==> config.mk <==
export PLATFORM = sky130hd
export DESIGN_NAME = result_ctrl
export DESIGN_NICKNAME = d
export VERILOG_FILES = /design/src/rtl/result_ctrl.sv
export SDC_FILE = /design/constraint.sdc
export NUM_CORES = 1
export LEC_CHECK = 0
export ABC_AREA = 1
export CAP_MARGIN = 20
export CELL_PAD_IN_SITES_DETAIL_PLACEMENT = 0
export CELL_PAD_IN_SITES_GLOBAL_PLACEMENT = 2
export CORE_ASPECT_RATIO = 1.75
export CORE_MARGIN = 4
export CORE_UTILIZATION = 32
export CTS_CLUSTER_SIZE = 8
export DETAILED_ROUTE_END_ITERATION = 6
export GPL_ROUTABILITY_DRIVEN = 0
export PLACE_DENSITY_LB_ADDON = 0.1
export SYNTH_ARGS = -nofsm -noshare
export SYNTH_HDL_FRONTEND = slang
export SYNTH_SLANG_ARGS = --single-unit
==> constraint.sdc <==
create_clock -name clk -period 10.4 [get_ports clk]
set_input_delay 1.56 -clock clk [delete_from_list [all_inputs] [get_ports clk]]
set_output_delay 1.56 -clock clk [all_outputs]
set_load 0.01 [all_outputs]
==> src/rtl/result_ctrl.sv <==
// Result controller: waits LATENCY cycles after start, captures the nine PE results, then streams them out with valid/ready.
// Optional macro RESULT_CHECKSUM_EN appends a tenth word holding the sum of the nine results.
module result_ctrl #(
  parameter int DATA_W  = 18,
  parameter int LATENCY = 7
) (
  input  logic                  clk,
  input  logic                  rst,
  input  logic                  start,
  input  logic [9*DATA_W-1:0]   c_flat,
  output logic [DATA_W-1:0]     out_data,
  output logic                  out_valid,
  input  logic                  out_ready,
  output logic                  out_last,
  output logic                  busy,
  output logic                  done
);

  localparam int N_RES = 9;
`ifdef RESULT_CHECKSUM_EN
  localparam int N_WORDS = N_RES + 1;
`else
  localparam int N_WORDS = N_RES;
`endif
  localparam logic [3:0] LAST_IDX = 4'(N_WORDS - 1);
  localparam int CNT_W = (LATENCY > 1) ? $clog2(LATENCY) : 1;

  typedef enum logic [2:0] {IDLE, WAIT, CAPTURE, DRAIN, DONE} state_t;

  state_t              state_q, state_d;
  logic [CNT_W-1:0]    cnt_q, cnt_d;
  logic [3:0]          idx_q, idx_d;
  logic [DATA_W-1:0]   buf_q [N_RES];
  logic [DATA_W-1:0]   buf_d [N_RES];
  logic [DATA_W-1:0]   out_data_q, out_data_d;
  logic                out_valid_q, out_valid_d;
  logic                out_last_q, out_last_d;
  logic                busy_q, busy_d;
  logic                done_q, done_d;

  logic [3:0]          idx_inc;
  logic [DATA_W-1:0]   next_word;

  assign idx_inc = idx_q + 4'd1;

`ifdef RESULT_CHECKSUM_EN
  logic [DATA_W-1:0] checksum;

  // Sum of the captured buffer, wrapping at DATA_W bits.
  always_comb begin
    checksum = '0;
    for (int k = 0; k < N_RES; k++) begin
      checksum = checksum + buf_q[k];
    end
  end

  assign next_word = (idx_inc == 4'd9) ? checksum : buf_q[idx_inc];
`else
  assign next_word = buf_q[idx_inc];
`endif

  always_comb begin
    state_d     = state_q;
    cnt_d       = cnt_q;
    idx_d       = idx_q;
    buf_d       = buf_q;
    out_data_d  = out_data_q;
    out_valid_d = out_valid_q;
    out_last_d  = out_last_q;
    done_d      = 1'b0;

    case (state_q)
      IDLE: begin
        if (start) begin
          cnt_d   = CNT_W'(LATENCY - 1);
          state_d = (LATENCY > 1) ? WAIT : CAPTURE;
        end
      end
      // Leave one cycle early so the capture lands exactly LATENCY cycles after start.
      WAIT: begin
        if (cnt_q != '0) begin
          cnt_d = cnt_q - CNT_W'(1);
        end
        if (cnt_q <= CNT_W'(1)) begin
          state_d = CAPTURE;
        end
      end
      CAPTURE: begin
        for (int k = 0; k < N_RES; k++) begin
          buf_d[k] = c_flat[k*DATA_W +: DATA_W];
        end
        idx_d       = 4'd0;
        out_data_d  = c_flat[0 +: DATA_W];
        out_valid_d = 1'b1;
        out_last_d  = 1'b0;
        state_d     = DRAIN;
      end
      DRAIN: begin
        if (out_ready) begin
          if (idx_q == LAST_IDX) begin
            out_valid_d = 1'b0;
            out_last_d  = 1'b0;
            out_data_d  = '0;
            done_d      = 1'b1;
            state_d     = DONE;
          end else begin
            idx_d      = idx_inc;
            out_data_d = next_word;
            out_last_d = (idx_inc == LAST_IDX);
          end
        end
      end
      DONE: begin
        state_d = IDLE;
      end
      default: begin
        state_d = IDLE;
      end
    endcase

    busy_d = (state_d != IDLE);
  end

  always_ff @(posedge clk or posedge rst) begin
    if (rst) begin
      state_q     <= IDLE;
      cnt_q       <= '0;
      idx_q       <= 4'd0;
      out_data_q  <= '0;
      out_valid_q <= 1'b0;
      out_last_q  <= 1'b0;
      busy_q      <= 1'b0;
      done_q      <= 1'b0;
      for (int k = 0; k < N_RES; k++) begin
        buf_q[k] <= '0;
      end
    end else begin
      state_q     <= state_d;
      cnt_q       <= cnt_d;
      idx_q       <= idx_d;
      out_data_q  <= out_data_d;
      out_valid_q <= out_valid_d;
      out_last_q  <= out_last_d;
      busy_q      <= busy_d;
      done_q      <= done_d;
      buf_q       <= buf_d;
    end
  end

  assign out_data  = out_data_q;
  assign out_valid = out_valid_q;
  assign out_last  = out_last_q;
  assign busy      = busy_q;
  assign done      = done_q;

endmodule
==> results.txt, run 1 <==
The run finished with clean final reports. Sequential cells were found to cover 53.9% of the synthesized design area. The total negative slack for setup checks is 0 ps, and the flop and latch count out of synthesis is 194. The height of the die was 230 um; the placeable core region was 27900 um^2. The power density relative to cell area works out to 288 nW/um^2. Counting distinct cell types in the post-synthesis netlist gives 29. In the layout the commonest cells are nand2_1, dfrtp_1, clkdlybuf4s50_1, o21ai_0, inv_1. The total leakage power is 5.44 nW. No sink is reached through more buffers than the 2 on the longest clock path. The run gives 0 as the initial antenna violation count. The mean routed wirelength per cell was 17.8 um; the length of routed wiring on met1 was 11400 um. Cells fill 41.8% of the core in the end. For the number of global-route vias before repair, the log shows 8011. The tools report the DRC violations left as 0. Top metal layer carrying routed signals: met4. Summed over its instances, the top area cell type makes up 53.9% of the synthesized netlist area.

The top achievable clock speed is 0.289 GHz, and the total length of routed met2 wires is 16000 um. The run gives 10690 ps as the required time at the endpoint of the critical path. Clock sink count: 194.

Detailed placement ended at an HPWL of 20900 um. Number of pins exceeding their max-slew limit in the final report: 0. The initial cell density of the core was 32.3%.

In the finished design, the share of the clock period the worst path needs comes to 33.2%. The run gives 0 as the number of max-cap violations. The mapped cell area is 9010 um^2, and the first-pass GRT wire length is 45000 um.

VDD sags by at most 0.141 mV. 0 antenna diodes ended up in the layout. By area the synthesized netlist is led by dfrtp_1, nand2_1, o21ai_0. The worst slew slack as a fraction of its limit came out at 32.5%. Setup violations remaining at the end of the flow were counted as 0. The worst setup path is captured at a register. The launching element type of the critical path is a register.

The number of nets handed over by synthesis was 1290. For the worst setup path, the data arrival time is 3750 ps. TritonCTS built the clock tree. The number of CTS-inserted buffers was 17; the width of the die was 135 um. The type of the most critical hold path was reg2reg. Clock root buffer: clkbuf_16. The time the final worst path needs with I/O delays and setup works out to 3450 ps.

The largest individual stage delay along the critical path comes from the cell buf_4. Pin placement for this block handled 188 I/O pins. The transition at the pin with the smallest max-transition slack was 1010 ps; the cell row count was 81. Buffers added to address setup during post-CTS repair amount to 0.

After clock tree synthesis, the repair step resized 0 gates. The detail route stage leaves a number of antenna-violating nets equal to 0. The share of final-layout standard cells stronger than drive strength 1 came out at 4.08%. The first detailed-routing pass took 4 iterations. Of all cell types, the one taking the most synthesized area is dfrtp_1. The H-tree was split into 4 levels. The final number of hold-violating endpoints was 0; the average vias per placed instance was 4.58. The net count of the finished layout is 1435. Final worst clock skew: 8.26 ps. Wires add up to 29400 um.

The maximum fanout along the worst path is 107, and the biggest cell delay along the critical path is 880 ps. From synthesis to final layout, the design area changed by 29.4%. The die covers 31000 um^2. Input and output buffers added on the ports amount to 187. The average footprint of a synthesized cell is 8.06 um^2. After global routing the overflow that remains totals 0. The number of DRC violations after detailed-routing iteration 0 came out at 323. Walking the worst path, the cells encountered are nor2_4 -> inv_2 -> nor2_4 -> buf_4 -> buf_4 -> o21ai_0.

Setup repair after global routing left no endpoint under its margin. The total of warnings raised by yosys was 0; the clock-pin transition on the worst setup and hold timing paths was 70 ps. Summed over all nets, wire length on met3 after detailed routing comes to 1100 um. The classification of the worst setup path is reg2reg.

The tools report the largest net degree at the start of global routing as 140. The most common library cell in the layout ignoring fill and taps was nand2_1. Buffers inserted to repair hold after CTS numbered 0. The clock latency on the worst-skew pair is 450 ps. Overall fraction of global-route tracks in use: 19.4%.

The routed layout has 7558 vias. Synthesis produced 1118 cells.
## routing by layer
layer / GRT usage, % / up-vias
met5: 0 / -
met3: 3.61 / 31
li1: - / 3829
met2: 35.7 / 150
met1: 21.9 / 3548
met4: 7.29 / 0
## synth_stat cells
library cell	number
a21boi_1	2
inv_1	89
inv_2	6
dfrtp_1	194
xnor2_1	1
xor2_1	2
nor3_2	1
o21ai_0	114
buf_2	23
xor2_2	2
a31oi_1	1
buf_4	12
ha_1	6
a21oi_1	38
o22ai_1	3
nor2_1	12
nand4_1	2
o211ai_1	34
nand2_1	460
a21oi_2	1
nand3_2	1
clkbuf_1	30
a21boi_0	15
nand3_1	61
nor2_4	2
nor2_2	1
buf_1	3
buf_6	1
o31ai_1	1
## area by class of cell
class	count	area, um^2
clock buffer	27	513
inverter	95	364
multi-input combinational	760	3470
clock inverter	5	25.0
tap	373	467
timing repair buffer	195	1950
sequential	194	4860
fill	2950	16200
## worst paths after layout
| kind | startpoint | endpoint | slack (ps) | cells past startpoint |
|---|---|---|---|---|
| setup / recovery | state_q[2] | buf_q[78] | 6950 | 6 |
| max in group asynchronous | rst | out_data[12] | 7320 | 4 |
| hold / removal | buf_q[57] | buf_q[57] | 470 | 2 |
| hold reg to reg | buf_q[57] | buf_q[57] | 470 | 2 |
| min in group asynchronous | rst | buf_q[1] | 1450 | 2 |
| setup reg to reg | state_q[2] | buf_q[78] | 6950 | 6 |
## kinds of logic (layout without fill, tap and decap cells)
| family | count (synthesis) | count (layout) | share of synthesized area (%) |
|---|---|---|---|
| adder cells (fa/ha/maj) | 6 | 6 | 0.833 |
| XOR/XNOR | 5 | 5 | 0.653 |
| AO/OA/AOI/OAI | 209 | 209 | 13.2 |
| AND/OR/NAND/NOR | 540 | 540 | 23.7 |
| flip-flops | 194 | 194 | 53.9 |
| buffers and inverters | 164 | 322 | 7.74 |
## critical path: cells and delay by family, from the launching register on
family                 cells  cell delay (ps)
buffers and inverters      3             1710
and+or+nand+nor            2              870
DFF                        1              430
AOI/OAI and AO/OA          1              180
## per-stage QoR
step                power [mW]  area [um^2]  hold WS [ps]  instances  setup slack, ps
global route              3.66        11700           484       1649             6600
global placement          2.77        11100           449       1616             6680
floorplan                 2.22         9010           437       1118             3560
CTS                       3.43        11600           470       1648             6880
detailed placement        2.79        11100           453       1616             6690
finish                    3.36        11700           466       1649             6950
## state kept, by name, indices dropped and copies added, names as in the netlist
signal and count:
buf_q 162, out_data 18, idx_q 4, cnt_q 3, state_q 3, busy 1
done 1, out_last 1, out_valid 1
## power by group
| part | switching, mW | internal [mW] |
|---|---|---|
| combinational | 0.939 | 0.503 |
| clock | 0.284 | 0.336 |
| sequential | 0.180 | 1.11 |
Note: power is estimated with default switching activity, not from simulation.
==> inputs of run 2 (changes only) <==
--- a/config.mk
+++ b/config.mk
@@ -11,7 +11,7 @@
 export CELL_PAD_IN_SITES_GLOBAL_PLACEMENT = 2
 export CORE_ASPECT_RATIO = 1.75
 export CORE_MARGIN = 4
-export CORE_UTILIZATION = 32
+export CORE_UTILIZATION = 27
 export CTS_CLUSTER_SIZE = 8
 export DETAILED_ROUTE_END_ITERATION = 6
 export GPL_ROUTABILITY_DRIVEN = 0
==> constraint.sdc (replaced) <==
create_clock -name clk -period 2.9 [get_ports clk]
set_input_delay 0.435 -clock clk [delete_from_list [all_inputs] [get_ports clk]]
set_output_delay 0.435 -clock clk [all_outputs]
set_load 0.01 [all_outputs]
==> results.txt, run 2 (synthesis gave the netlist of run 1 again) <==
The flow ran to the end, and the final reports show no timing, DRC or antenna violations. Classification of the worst setup path: reg2reg. The run gives 1445 (+0.70%) as the final net count. The run gives 3290 ps (-7400 ps) as the required time at the endpoint of the critical path. The transition at the pin with the smallest max-transition slack came out at 968 ps (-43.3 ps). The register with the highest flop count is buf_q.

Width of the die: 146 um (+8.3%). Combined buffer and inverter count along the critical path: 2 (-1). The share of final-layout standard cells stronger than drive strength 1 works out to 4.74% (+0.67 points). For the end-of-flow core utilization, the log shows 36.1% (-5.7 points). The run gives 450 ps (about the same) as the clock latency on the worst-skew pair.

The capture point of the worst reg-to-reg path was out_data[11]. The tools report the placeable core region as 32900 um^2 (+18%). The run gives 7749 (+2.5%) as the via count of the routed design. The tools report the largest net degree at the start of global routing as 144 (+2.9%). The initial cell density of the core came out at 27.4% (-5.0 points). Walking the worst path, the cells encountered are inv_1 -> ha_2 -> buf_12 -> a21oi_1 -> o21ai_0 -> nand3_1 -> nand3_1 -> nand2_1 -> nand2_1 -> nand2_1. The slack of the critical path is 578 ps (-6370 ps), and the I/O pin total is 188 (unchanged). The number of global-route vias before repair was 8243 (+2.9%). The min-delay analysis places its worst path in the category in2async.

Setup repair after global routing left no endpoint under its margin. The run gives 25500 um (+22%) as the half-perimeter wire length of the detailed placement result. The tools report the top achievable clock speed as 0.431 GHz (+49%). The mean routed wirelength per cell is 20.2 um (+13%), and the deepest level of the CTS H-tree is 4 (unchanged). The fill cell total of the finished layout came out at 3512 (+19%). The met2 routing resource usage after global routing came out at 36.5% (+0.78 points). For the clock sink count, the log shows 194 (unchanged). The average vias per placed instance is 4.58 (about the same). The initial antenna violation count is 0 (unchanged), and the total leakage power is 5.51 nW (+1.4%).

For the post-placement cell area, the log shows 11300 um^2 (+2.3%). Clock root buffer: clkbuf_16. The tools report the total negative slack for setup checks as 0 ps (unchanged). The number of placed instances, taps included came out at 1659 (+2.7%).

The power density relative to cell area is 1050 nW/um^2 (+260%). The cell occurring most often along the worst timing path was nand2_1. The met1 global-route usage is 19.6% (-2.3 points).

STA classifies the critical path startpoint as a register. After global routing, the most crowded layer is met2. For the worst slew slack as a fraction of its limit, the log shows 34.8% (+2.3 points). The number of CTS-inserted buffers was 17 (unchanged); the post-layout total power was 12.5 mW (+270%). Cell row count: 88 (+8.6%). The tools report the DRC violations left as 0 (unchanged). The number of DRC violations after detailed-routing iteration 0 is 388 (+20%), and the clock tree buffer depth is 2 (unchanged). The number of gates resized after cts is 0 (unchanged). The first-pass GRT wire length came out at 50800 um (+13%). The total die area came out at 36500 um^2 (+18%).

The arrival time reported for the critical path endpoint is 2710 ps (-1040 ps). The remaining global-route overflow was 0 (unchanged); the number of buffers inserted for hold repair after clock tree synthesis was 0 (unchanged). The logs give 0 (unchanged) for the setup-violating endpoint count in the final report and 34100 um (+16%) for the sum of routed wire length over all layers.

TritonCTS built the clock tree. The first-pass iteration count of the detailed router was 5 (+1); the synthesis-to-finish area growth was 32.1%. In this run the critical register-to-register path is launched from idx_q[0]. The biggest cell delay along the critical path is 500 ps (-380 ps), and the time the final worst path needs with I/O delays and setup is 2320 ps (-1130 ps). The number of port buffers works out to 187 (unchanged). The maximum fanout along the worst path works out to 64 (-40%).

The final worst clock skew was 8.50 ps (+0.241 ps); the flip-flop count of the largest register, all copies and words added was 162 (unchanged). The final number of hold-violating endpoints was 0 (unchanged); the clock-pin transition on the worst setup and hold timing paths was 70 ps (about the same). The tools report the internal reg-to-reg setup slack as 580 ps (-6370 ps). The library cells used most frequently in the layout, excluding fill and tap cells, are nand2_1, dfrtp_1, clkdlybuf4s50_1, o21ai_0, inv_1. The number of pins exceeding their max-slew limit in the final report is 0 (unchanged). Number of max-cap violations: 0 (unchanged).

The logs give 0.438 mV (+210%) for the maximum vdd ir drop and 11900 um^2 (+2.1%) for the final instance area. The remaining number of nets flagged by the antenna check after routing is 0 (unchanged). For the global routing met3 resource utilization, the log shows 3.05% (-0.56 points).

The library cell used most frequently in the layout, excluding fill and tap cells, is nand2_1. The number of cells on the worst reg-to-reg path was 10 (+4); the final clock period utilization by the worst path was 80.1% (+47 points). The overall fraction of global-route tracks in use is 18.9% (-0.51 points).

The worst setup path is captured at a register. The minimum setup slack after placement is 573 ps (-6120 ps). The total inserted antenna cells is 0 (unchanged), and the non-filler instance count after layout is 1691 (+2.5%). Grouping stages by cell kind, the critical path spends the most delay in compound AO/OA/AOI/OAI gates. Hold slack: 463 ps (-3.07 ps). The slowest cell on the critical path is dfrtp_4. The height of the die is 250 um (+8.6%), and the total setup buffers inserted after CTS is 0 (unchanged).
==> run 2: layer usage <==
metal / wire length (um) / share of wire, % / vias up
met1: 12300 / 36 / 3692
met4: 1430 / 4.2 / 0
met3: 1130 / 3.3 / 46
li1: - / - / 3851
met2: 19200 / 56 / 160
met5: 0 / 0 / -
==> run 2: power breakdown <==
part	internal (mW)	switching [mW]
Sequential	3.99	0.655
Combinational	1.90	3.60
Clock	1.28	1.04
Total	7.17	5.29
==> run 2: how the worst max path moves through the flow <==
stage | from | end | slack [ps] | cells after the start
2_1_floorplan | rst | buf_q[0] | -40 | 1
3_3_place_gp | idx_q[0] | out_data[12] | 570 | 9
3_5_place_dp | idx_q[0] | out_data[11] | 570 | 10
4_1_cts | idx_q[0] | out_data[12] | 550 | 9
5_1_grt | idx_q[0] | out_data[12] | 430 | 9
6_report | idx_q[0] | out_data[11] | 580 | 10
==> run 2: cell type report <==
type	instances	area, um^2	area share (%)
flip-flops and latches	194	4860	40.8
multi-input cells	760	3470	29.2
repair buffers	205	2140	18.0
clock buffers	28	507	4.26
well taps	405	507	4.26
inverters	95	360	3.03
clock inverters	4	47.5	0.400
==> run 2: worst reg2reg max path, delay by kind of cell (launching register included) <==
kind | cells | cell delay [ps]
buffers and inverters | 2 | 390
adders and majority gates | 1 | 350
and+or+nand+nor | 5 | 450
DFF | 1 | 500
AOI/OAI and AO/OA | 2 | 560
==> inputs of run 3 (changes only) <==
--- a/config.mk
+++ b/config.mk
@@ -11,7 +11,7 @@
 export CELL_PAD_IN_SITES_GLOBAL_PLACEMENT = 2
 export CORE_ASPECT_RATIO = 1.75
 export CORE_MARGIN = 4
-export CORE_UTILIZATION = 27
+export CORE_UTILIZATION = 30
 export CTS_CLUSTER_SIZE = 8
 export DETAILED_ROUTE_END_ITERATION = 6
 export GPL_ROUTABILITY_DRIVEN = 0
==> constraint.sdc (replaced) <==
create_clock -name clk -period 2.2 [get_ports clk]
set_input_delay 0.33 -clock clk [delete_from_list [all_inputs] [get_ports clk]]
set_output_delay 0.33 -clock clk [all_outputs]
set_load 0.01 [all_outputs]
==> results.txt, run 3 (synthesis gave the netlist of run 1 again) <==
The run finished with clean final reports. The tools report the clock sink count as 194 (unchanged). Walking the worst path, the cells encountered are inv_1 -> ha_2 -> buf_12 -> a21oi_1 -> o21ai_1 -> buf_4 -> nand3_1 -> nand3_1 -> nand2_1 -> nand2_1 -> nand2_1.

The worst slew slack as a fraction of its limit was 63.6% (+29 points); the number of CTS-inserted buffers was 17 (unchanged). In this run the clock root is driven by a clkbuf_16. Biggest cell delay along the critical path: 460 ps (-40 ps).

The first-pass GRT wire length was 48900 um (-3.9%). The run gives 2 (unchanged) as the clock tree buffer depth. The transition at the pin with the smallest max-transition slack is 546 ps (-422 ps), and the hold slack is 161 ps (-301 ps). The top achievable clock speed is 0.482 GHz (+12%), and the half-perimeter wire length of the detailed placement result is 23700 um (-7.1%).

The largest individual stage delay along the critical path comes from the cell dfrtp_4. Final worst clock skew: 9.34 ps (+0.840 ps). Leaving out fill and tap cells, the most frequent cells in the layout are nand2_1, dfrtp_1, clkdlybuf4s50_1, o21ai_0, inv_1.

The worst hold path belongs to the class in2async. The final clock period utilization by the worst path is 94.2% (+14 points). The clock network fraction of total power came out at 18.8% (+0.2 points).

Height of the die: 237 um (-5.0%). The mean routed wirelength per cell came out at 18.8 um (-6.6%). The run gives 0 (unchanged) as the number of max-cap violations. The overall fraction of global-route tracks in use is 19.5% (+0.57 points).

The library cell used most frequently in the layout, excluding fill and tap cells, is nand2_1. The time the final worst path needs with I/O delays and setup was 2070 ps (-248 ps). The logs give 6.84 mW (+29%) for the power spent charging and discharging nets and 1454 (+0.62%) for the final net count.

The end-of-flow core utilization is 40.5% (+4.3 points), and the maximum fanout along the worst path is 24 (-63%). The logs give 1677 (-0.83%) for the non-filler instance count after layout and 0 (unchanged) for the number of buffers inserted for hold repair after clock tree synthesis. The run gives 0 (unchanged) as the remaining global-route overflow. The maximum vdd ir drop is 0.590 mV (+35%). Power density relative to cell area: 1390 nW/um^2 (+32%). Largest net degree at the start of global routing: 94 (-35%).

The net switching share of the total power was 41.3% (-1.1 points). The run gives 0 (unchanged) as the final number of hold-violating endpoints. In this design, the critical path's most frequently occurring cell is nand2_1. The via count of the routed design came out at 7769 (+0.26%). The number of DRC violations after detailed-routing iteration 0 was 410 (+5.7%). TritonCTS built the clock tree. The DRC violations left is 0 (unchanged). For the arrival time reported for the critical path endpoint, the log shows 2410 ps (-300 ps).

Setup-violating endpoint count in the final report: 0 (unchanged). The logs give 4 (-1) for the first-pass iteration count of the detailed router and 0 ps (unchanged) for the total negative slack for setup checks. For the internal reg-to-reg setup slack, the log shows 130 ps (-450 ps).

The clock latency on the worst-skew pair was 450 ps (about the same); the sum of routed wire length over all layers was 31600 um (-7.4%). The worst setup path is captured at a register. The run gives 8374 (+1.6%) as the number of global-route vias before repair. The tools report the number of placed instances, taps included as 1645 (-0.84%). Required time at the endpoint of the critical path: 2540 ps (-750 ps).

The run gives 0 (unchanged) as the total inserted antenna cells. The tools report the cell-internal power as 9.71 mW (+35%). Setup repair after global routing left no endpoint under its margin. The sequential group share of total power was 37.1% (-0.2 points); the flip-flop count of the largest register, all copies and words added was 162 (unchanged). Origin of the critical flop-to-flop path: idx_q[0].

The initial antenna violation count was 0 (unchanged); the initial cell density of the core was 30.5% (+3.2 points). The classification of the worst setup path is reg2reg. Total leakage power: 5.56 nW (+0.83%). The I/O pin total was 188 (unchanged).

The placeable core region came out at 29500 um^2 (-10%). The worst setup path is launched from a register. The deepest level of the CTS H-tree was 4 (unchanged). The average vias per placed instance came out at 4.63 (+1.1%). The number of pins exceeding their max-slew limit in the final report came out at 0 (unchanged).

The most critical setup path has its startpoint at idx_q[0]. The remaining number of nets flagged by the antenna check after routing was 0 (unchanged). The share of final-layout standard cells stronger than drive strength 1 is 5.41% (+0.66 points), and the total die area is 33000 um^2 (-9.6%). Clock-pin transition on the worst setup and hold timing paths: 70 ps (about the same). The logs give 44.1% (about the same) for the power share of the combinational group and 83 (-5.7%) for the cell row count. Synthesis-to-finish area growth: 32.5%. More flip-flops sit in one register than any other, and that register is buf_q. The number of port buffers was 187 (unchanged). The width of the die is 139 um (-4.9%).
-- run 3: changes by cell type in the layout (fill, tap and decap cells not counted), sizes merged --
| cell | previous run | this run |
|---|---|---|
| bufinv | 1 | 2 |
| clkinv | 2 | 3 |
| buf | 18 | 27 |
| clkbuf | 28 | 27 |
| clkinvlp | 2 | 1 |
-- run 3: through the flow --
stage	cell area (um^2)	total power [mW]	setup slack [ps]
2_1_floorplan	9010	10.5	-634
3_3_place_gp	11400	13.6	73.9
3_5_place_dp	11400	13.7	49.4
4_1_cts	11900	16.8	37.8
5_1_grt	11900	18.0	3.22
6_report	11900	16.5	127
-- run 3: what timing repair did --
item,4_1_cts,5_1_grt
setup endpoints to repair,0,4
buffers inserted,0,0
gates resized for setup,0,2
-- run 3: cell type report --
cell class / count / area [um^2]
multi-input cells: 760 / 3470
clock buffers: 27 / 493
inverters: 95 / 360
fillers: 3123 / 17600
clock inverters: 5 / 75.1
repair buffers: 214 / 2200
flip-flops and latches: 194 / 4860
well taps: 382 / 478
-- run 3: critical path, delay by kind of cell, from the launching register on --
kind / cells / cell delay, ps
simple gates: 5 / 450
flops: 1 / 460
buf+inv: 3 / 430
fa+ha+maj: 1 / 400
compound gates: 2 / 220
-- run 3: final timing paths --
path,depth (start not counted),to
setup / recovery,11,out_data[8]
hold / removal,2,buf_q[4]
min in group clk,3,buf_q[58]
hold reg to reg,2,buf_q[60]
setup reg to reg,11,out_data[8]
max in group asynchronous,3,buf_q[143]
-- run 3: metal layers --
metal / up-vias / track usage (%) / share of wire, %
met3: 41 / 3.72 / 3.8
li1: 3868 / - / -
met1: 3685 / 21.3 / 38
met5: - / 0 / 0
met2: 175 / 36.6 / 55
met4: 0 / 7.74 / 3.2
-- run 3: power by group through the flow --
| stage | Clock (mW) | Sequential, mW | Combinational (mW) |
|---|---|---|---|
| after global placement | 0 | 6.22 | 7.38 |
| after detailed placement | 0 | 6.22 | 7.43 |
| after global routing | 3.32 | 6.33 | 8.31 |
| after CTS | 3.19 | 6.17 | 7.48 |
| after floorplan | 0 | 5.92 | 4.57 |
| final | 3.11 | 6.14 | 7.29 |
